--- config.mk ---
export PLATFORM = sky130hd
export DESIGN_NAME = cond_evaluator
export DESIGN_NICKNAME = d
export VERILOG_FILES = /design/src/rtl/cond_pkg.sv /design/src/rtl/cond_logic.sv /design/src/rtl/cond_evaluator.sv
export SDC_FILE = /design/constraint.sdc
export NUM_CORES = 1
export LEC_CHECK = 0
export CORE_UTILIZATION = 48
export DETAILED_ROUTE_END_ITERATION = 12
export PLACE_DENSITY_LB_ADDON = 0.3
export SYNTH_ARGS = -nofsm -noshare
export SYNTH_HDL_FRONTEND = slang
export SYNTH_HIERARCHICAL = 1
export SYNTH_SLANG_ARGS = --single-unit
--- constraint.sdc ---
create_clock -name clk -period 3.17 [get_ports clk]
set_input_delay 0.634 -clock clk [delete_from_list [all_inputs] [get_ports clk]]
set_output_delay 0.634 -clock clk [all_outputs]
set_load 0.05 [all_outputs]
--- src/rtl/cond_pkg.sv ---
// Shared condition-code encoding and NZCV flag bit positions.
// The flag indices are common to the ALU flag detector and the condition evaluator.
package cond_pkg;

    localparam int unsigned FLAG_Z = 0;
    localparam int unsigned FLAG_C = 1;
    localparam int unsigned FLAG_V = 2;
    localparam int unsigned FLAG_N = 3;

    typedef enum logic [3:0] {
        CondEq = 4'd0,
        CondNe = 4'd1,
        CondCs = 4'd2,
        CondCc = 4'd3,
        CondMi = 4'd4,
        CondPl = 4'd5,
        CondVs = 4'd6,
        CondVc = 4'd7,
        CondHi = 4'd8,
        CondLs = 4'd9,
        CondGe = 4'd10,
        CondLt = 4'd11,
        CondGt = 4'd12,
        CondLe = 4'd13,
        CondAl = 4'd14,
        CondNv = 4'd15
    } cond_e;

    typedef enum logic {
        StEmpty,
        StFull
    } state_e;

endpackage

--- src/rtl/cond_logic.sv ---
// Combinational evaluation of a 4-bit condition code against a set of NZCV flags.
module cond_logic
    import cond_pkg::*;
(
    input  logic [3:0] flags,
    input  cond_e      cond,
    output logic       taken
);

    logic z, c, v, n;

    assign z = flags[FLAG_Z];
    assign c = flags[FLAG_C];
    assign v = flags[FLAG_V];
    assign n = flags[FLAG_N];

    always_comb begin
        taken = 1'b0;
        unique case (cond)
            CondEq: taken = z;
            CondNe: taken = !z;
            CondCs: taken = c;
            CondCc: taken = !c;
            CondMi: taken = n;
            CondPl: taken = !n;
            CondVs: taken = v;
            CondVc: taken = !v;
            CondHi: taken = c && !z;
            CondLs: taken = !c || z;
            CondGe: taken = (n == v);
            CondLt: taken = (n != v);
            CondGt: taken = !z && (n == v);
            CondLe: taken = z || (n != v);
            CondAl: taken = 1'b1;
            CondNv: taken = 1'b0;
        endcase
    end

endmodule

--- src/rtl/cond_evaluator.sv ---
// NZCV flag register with same-cycle forwarding, condition evaluation, a one-deep
// valid/ready response stage and a saturating count of taken conditions.
module cond_evaluator
    import cond_pkg::*;
#(
    parameter int unsigned CNT_W = 16
) (
    input  logic             clk,
    input  logic             rst,
    input  logic [3:0]       flags_in,
    input  logic             flags_we,
    input  logic             req_valid,
    input  logic [3:0]       req_cond,
    output logic             req_ready,
    output logic             resp_valid,
    output logic             resp_taken,
    output logic [3:0]       resp_cond,
    input  logic             resp_ready,
    output logic [3:0]       flags_q,
    output logic [CNT_W-1:0] taken_count
);

    state_e           state_q, state_d;
    logic [3:0]       flags_d;
    logic             resp_taken_q, resp_taken_d;
    logic [3:0]       resp_cond_q, resp_cond_d;
    logic [CNT_W-1:0] taken_count_q, taken_count_d;
    logic [3:0]       eff_flags;
    logic             eval_taken;
    logic             accept;

    // A write in the same cycle as a query is forwarded so the query sees the new flags.
    assign eff_flags = flags_we ? flags_in : flags_q;

    cond_logic u_cond_logic (
        .flags (eff_flags),
        .cond  (cond_e'(req_cond)),
        .taken (eval_taken)
    );

    always_comb begin
        state_d       = state_q;
        resp_taken_d  = resp_taken_q;
        resp_cond_d   = resp_cond_q;
        taken_count_d = taken_count_q;
        flags_d       = flags_we ? flags_in : flags_q;
        req_ready     = (state_q == StEmpty) || resp_ready;
        accept        = req_valid && req_ready;

        if (accept) begin
            state_d      = StFull;
            resp_taken_d = eval_taken;
            resp_cond_d  = req_cond;
            if (eval_taken && (taken_count_q != {CNT_W{1'b1}})) begin
                taken_count_d = taken_count_q + CNT_W'(1);
            end
        end else if ((state_q == StFull) && resp_ready) begin
            state_d = StEmpty;
        end
    end

    always_ff @(posedge clk) begin
        if (rst) begin
            state_q       <= StEmpty;
            flags_q       <= 4'b0000;
            resp_taken_q  <= 1'b0;
            resp_cond_q   <= 4'h0;
            taken_count_q <= '0;
        end else begin
            state_q       <= state_d;
            flags_q       <= flags_d;
            resp_taken_q  <= resp_taken_d;
            resp_cond_q   <= resp_cond_d;
            taken_count_q <= taken_count_d;
        end
    end

    assign resp_valid  = (state_q == StFull);
    assign resp_taken  = resp_taken_q;
    assign resp_cond   = resp_cond_q;
    assign taken_count = taken_count_q;

endmodule

### After elaboration in Yosys (flattened, before gate mapping)

Index checks and enable logic that the tools add are counted.

| word-level totals | value |
|---|---|
| word-level logic and storage cells | 44 |
| bits in registers | 26 |
| input bits | 13 |
| output and inout bits | 27 |

| cells by class | value |
|---|---|
| equality and inequality tests | 18 |
| add/subtract/negate cells | 1 |
| reduce and logical (&&, ||, !) cells | 15 |
| bitwise operators | 1 |
| muxes and demuxes | 4 |

Operators with widths:

| kind | count |
|---|---|
| $eq A4 B4 Y1 const B | 8 |
| $add A16 B1 Y16 const B | 1 |
| $eq A4 B3 Y1 const B | 4 |
| $ne A16 B16 Y1 const B | 1 |
| $pmux W1 S16 | 1 |
| $eq A4 B2 Y1 const B | 2 |
| $logic_and A1 B1 Y1 | 5 |
| $eq A4 B1 Y1 const B | 1 |
| $logic_not A1 Y1 | 4 |
| $logic_not A4 Y1 | 1 |
| $mux W4 | 1 |
| $logic_or A1 B1 Y1 | 3 |
| $mux W1 | 2 |
| $reduce_and A2 Y1 | 1 |
| $reduce_bool A2 Y1 | 1 |
| $eq A1 B1 Y1 | 1 |
| $ne A1 B1 Y1 | 1 |
| $not A1 Y1 | 1 |

### Longest topological paths before layout

| depth | value |
|---|---|
| depth in word-level cells | 6 |
| mapped depth | 10 |
| depth with buffers taken out | 9 |

### Hierarchy

The synthesis kept the hierarchy.

By module, submodules not included:

| module | cells an instance | area an instance (um^2) | instances |
|---|---|---|---|
| cond_evaluator | 140 | 1,323.8 | 1 |
| cond_logic | 23 | 155.1 | 1 |

### Least setup slack after synthesis

No wires, ideal clock.

| timing | value |
|---|---|
| path type | input-to-reg |
| from | in flags_we |
| to | reg taken_count_q[2], in the netlist taken_count[2] |
| data arrival time | 2,914 ps |
| data required time | 3,100 ps |
| setup slack | 186 ps |
| cell stages on the path | 9 |
| setup time | 70 ps |
| buffers on the path | 0 |
| cells stage by stage | mux2_2 xor2_1 xor2_1 a2111oi_1 a311oi_1 o22ai_1 nand3_4 or4_2 a21oi_1 |

| on the way | value |
|---|---|
| longest elaborated chain between the ends | 6 |
| elaborated cells on any way between the ends | 14 |

Ends and longest elaborated chain:

| what | line | RTL |
|---|---|---|
| start: declaration | cond_evaluator.sv:11 | `input logic flags_we,` |
| $mux W4 * | -- |  |
| $ne A1 B1 Y1, or another cell as far along | cond_logic.sv:31, cond_logic.sv:33 |  |
| $logic_or A1 B1 Y1, or another cell as far along | cond_logic.sv:33 | `CondLe: taken = z \|\| (n != v);` |
| $pmux W1 S16 * | cond_logic.sv:19 | `unique case (cond)` |
| net eval_taken | cond_evaluator.sv:29 | `logic eval_taken;` |
| $logic_and A1 B1 Y1 * | cond_evaluator.sv:54 | `if (eval_taken && (taken_count_q != {CNT_W{1'b1}})) begin` |
| $reduce_and A2 Y1 (no line) * | -- |  |
| end signal: assignment | cond_evaluator.sv:74 | `taken_count_q <= taken_count_d;` |
| end: declaration | cond_evaluator.sv:27 | `logic [CNT_W-1:0] taken_count_q, taken_count_d;` |

The timed path passes the listed nets; every way through them passes the cells marked *.
A chain may end at the register's enable or synchronous reset.

### Worst setup path after layout

| timing | value |
|---|---|
| from | in flags_in[2] |
| to | reg taken_count_q[13], in the netlist taken_count[13] |

| on the way | value |
|---|---|
| longest elaborated chain between the ends | 6 |
| elaborated cells on any way between the ends | 9 |

Ends and longest elaborated chain:

| what | line | RTL |
|---|---|---|
| start: declaration | cond_evaluator.sv:10 | `input logic [3:0] flags_in,` |
| $mux W4 * | -- |  |
| net eff_flags[2] | cond_evaluator.sv:28 | `logic [3:0] eff_flags;` |
| $ne A1 B1 Y1 / $eq A1 B1 Y1 (equally long branches) | -- |  |
| $logic_or A1 B1 Y1 / $logic_and A1 B1 Y1 (equally long branches) | cond_logic.sv:33, cond_logic.sv:32 |  |
| $pmux W1 S16 * | cond_logic.sv:19 |  |
| net eval_taken | cond_evaluator.sv:29 |  |
| $logic_and A1 B1 Y1 * | cond_evaluator.sv:54 |  |
| $reduce_and A2 Y1 (no line) * | -- |  |

Marked as above.

==> impl_metrics.yaml <==
timing:
  skew_ns: 0.009547
  fmax_ghz: 0.3252
  timing.final.crit_share_pct: 97.00
  hold_viol: 0
  worst_slew_pin_slew_ns: 0.8505
  hold_slack_ns: 0.4675
  rsz0062_at_grt: "no"
  setup_viol: 0
  slew_violations: 0
  fin_crit_ns: 3.075
  maxSlewHeadroom_pct: 43.13
  fin_ws_ns: 0.09512
placed_design:
  post-place-ws_ns: -0.4922
  dp.cells: 237
  gp_congestion: 0.8614
  placed_area_mm2: 0.001924
  dp_hpwl_um: 2562
  numPortBuffers: 39
cells_and_area:
  final_nets: 225
  n_antenna_cell: 0
  fin_area_mm2: 0.001994
  final_cells: 241
  area_growth_syn_to_layout_pct: 34.86
  drive_above_1_share_pct: 21.43
floorplan:
  num_io_pins: 40
  core_area_mm2: 0.002829
  die_height_um: 57.51
  initial_core_util_pct: 52.28
  rows: 19
  die_w_um: 57.51
  die-area_mm2: 0.003307
route:
  drt-pass1-iter-count: 8
  route.vias.total: 1436
  first_iter_violations: 36
  viasPerCell: 5.959
  drc_errors: 5
  postRouteAntennaNets: 0
  wl_per_cell_um: 15.05
  wl_um: 3627
logic_synthesis:
  synth-edff-count: 0
  synth_cells: 163
  netlist_area_mm2: 0.001479
  ys_seq_area_share_pct: 35.19
  avgSynthCellArea_um2: 9.073
  ys_ff_latch: 26
  ys.warnings.count: 6
  synth_ff_type: "dfxtp_1"
  async_flop_share_pct: 0
  ys_types: 44
  synth_nets: 177
clocking:
  cts_hold_buf: 0
  clockBufferDepth: 2
  cts_root_buffer: "clkbuf_4"
  clk_latency_ns: 0.33
  cts-htree-levels: 1
  clkTransAtPathRegs_ns: 0.15
  cts.sinks: 26
  numCtsBuffers: 3
  cts_tree: "yes"
pwr:
  power.total_mw: 0.6825
  leakagePower_nw: 0.7214
  power.density_mw_per_mm2: 342.2
  irDropWorstVdd_uv: 332.2
min_path:
  holdCritPathClass: "register to register"
  hp-start: "resp_cond[3]"
status:
  violations: "DRC"
  status: "complete, but fails checks"
setup_path:
  critPathArrivalTime_ns: 3.31
  end_kind: "register"
  worst-path-max-fanout: 5
  crit_required_ns: 3.40
  crit_path_start_kind: "primary input"
  startpoint: "flags_in[2]"
  timing.rr.start: "flags_q[3]"
  critPathKind: "primary input to register"
flow_run:
  maxCapViolations: 0
global_route:
  grtUsageTotal_pct: 22.77
  grt_max_degree: 25
  antenna_found_initial: 0
  overflow: 0
  grt_pass1_vias: 1400
  grt_pass1_wl_um: 5899
-- registers in the layout, summed over array words and instances (netlist names) --
signal / cells
taken_count: 16
flags_q: 4
resp_cond: 4
resp_taken: 1
resp_valid: 1
-- final cells by class --
type,instances,area (um^2)
Clock buffer,4,36.28
Tap cell,31,38.79
Fill cell,237,834.6
Sequential cell,26,520.5
Inverter,4,15.01
Multi-Input combinational cell,124,899.6
Timing Repair Buffer,52,484.2
-- cell families (layout without fill, tap and decap cells) --
kind of cell / count (synthesis) / count (layout) / synth area share, %
flip-flops: 26 / 26 / 35.19
buffers and inverters: 13 / 60 / 6.345
XOR/XNOR: 4 / 4 / 2.369
multiplexers: 11 / 11 / 8.291
AO/OA/AOI/OAI: 35 / 35 / 14.72
adder cells (fa/ha/maj): 1 / 1 / 0.8459
AND/OR/NAND/NOR: 73 / 73 / 32.23
-- per-stage QoR --
stage          utilization (%)  setup TNS (ns)
3_5_place_dp             68.02          -6.349
4_1_cts                  70.19               0
6_report                 70.50               0
5_1_grt                  70.50               0
2_1_floorplan                -               0
3_3_place_gp             68.02          -4.870
-- final timing paths --
| path | slack (ns) | to | depth (start not counted) |
|---|---|---|---|
| worst min register to register | 0.47 | resp_cond[3] | 2 |
| worst max register to register | 0.46 | taken_count[13] | 10 |
| worst min-delay path | 0.47 | resp_cond[3] | 2 |
| worst max-delay path | 0.1 | taken_count[13] | 11 |
-- cells in the mapped netlist (2+ instances only) --
master | number | share of area, %
o21ai_0 | 3 | 1.0
mux2_2 | 10 | 7.6
nand4_2 | 2 | 1.7
nor2b_1 | 11 | 4.7
clkbuf_1 | 2 | 0.51
inv_1 | 4 | 1.0
nor3_1 | 2 | 0.68
nand2_1 | 10 | 2.5
dfxtp_1 | 26 | 35
a21oi_1 | 18 | 6.1
xor2_1 | 3 | 1.8
nand2b_1 | 2 | 0.85
nand4_1 | 3 | 1.3
and4_2 | 2 | 1.4
o31ai_1 | 7 | 3.6
nand3_1 | 9 | 3.0
nor4_1 | 7 | 3.0
buf_6 | 3 | 2.3
nor2_1 | 9 | 2.3
or4_1 | 6 | 3.0
-- timing repair --
item                       CTS  global route
pin swaps                    2             1
setup buffers                0             0
setup endpoints to repair   16             1
gates resized for setup      6             2
-- per-layer routing --
metal / wire length (um) / share of wire, % / GRT usage, %
met4: 42 / 1.2 / 5.575
met5: 0 / 0 / 0
met3: 188 / 5.2 / 5.669
met1: 1485 / 41 / 25.32
met2: 1910 / 53 / 42.86
-- power breakdown --
group	total, mW	switching, mW	internal [mW]
Sequential	0.344	0.00710	0.337
Clock	0.174	0.104	0.0704
Combinational	0.165	0.0927	0.0719
-- layout by cell type (no fill, tap or decap), types with 2 or more instances in the layout --
cell type / instances
nor2_1: 8
mux2_2: 9
nor3_1: 2
buf_4: 14
clkbuf_4: 3
nand4_1: 3
nor4_1: 5
nor4_2: 2
or4_1: 6
dfxtp_1: 26
nor2b_1: 11
nand2_1: 10
clkdlybuf4s50_1: 37
a21oi_1: 17
nand3_1: 9
o21ai_0: 3
and4_2: 2
xor2_1: 2
nand2b_1: 2
inv_1: 4
o31ai_1: 7
nand4_2: 2
-- critical path, stage by stage --
cell and delay (ns):
clkdlybuf4s50_1 0.41, mux2_2 0.31, xor2_2 0.17, xor2_1 0.16, a2111oi_2 0.36, a311oi_1 0.08
o22ai_1 0.13, buf_4 0.16, nand4_1 0.23, nor4_1 0.30, mux2_2 0.37
Note: power is estimated with default switching activity, not from simulation.
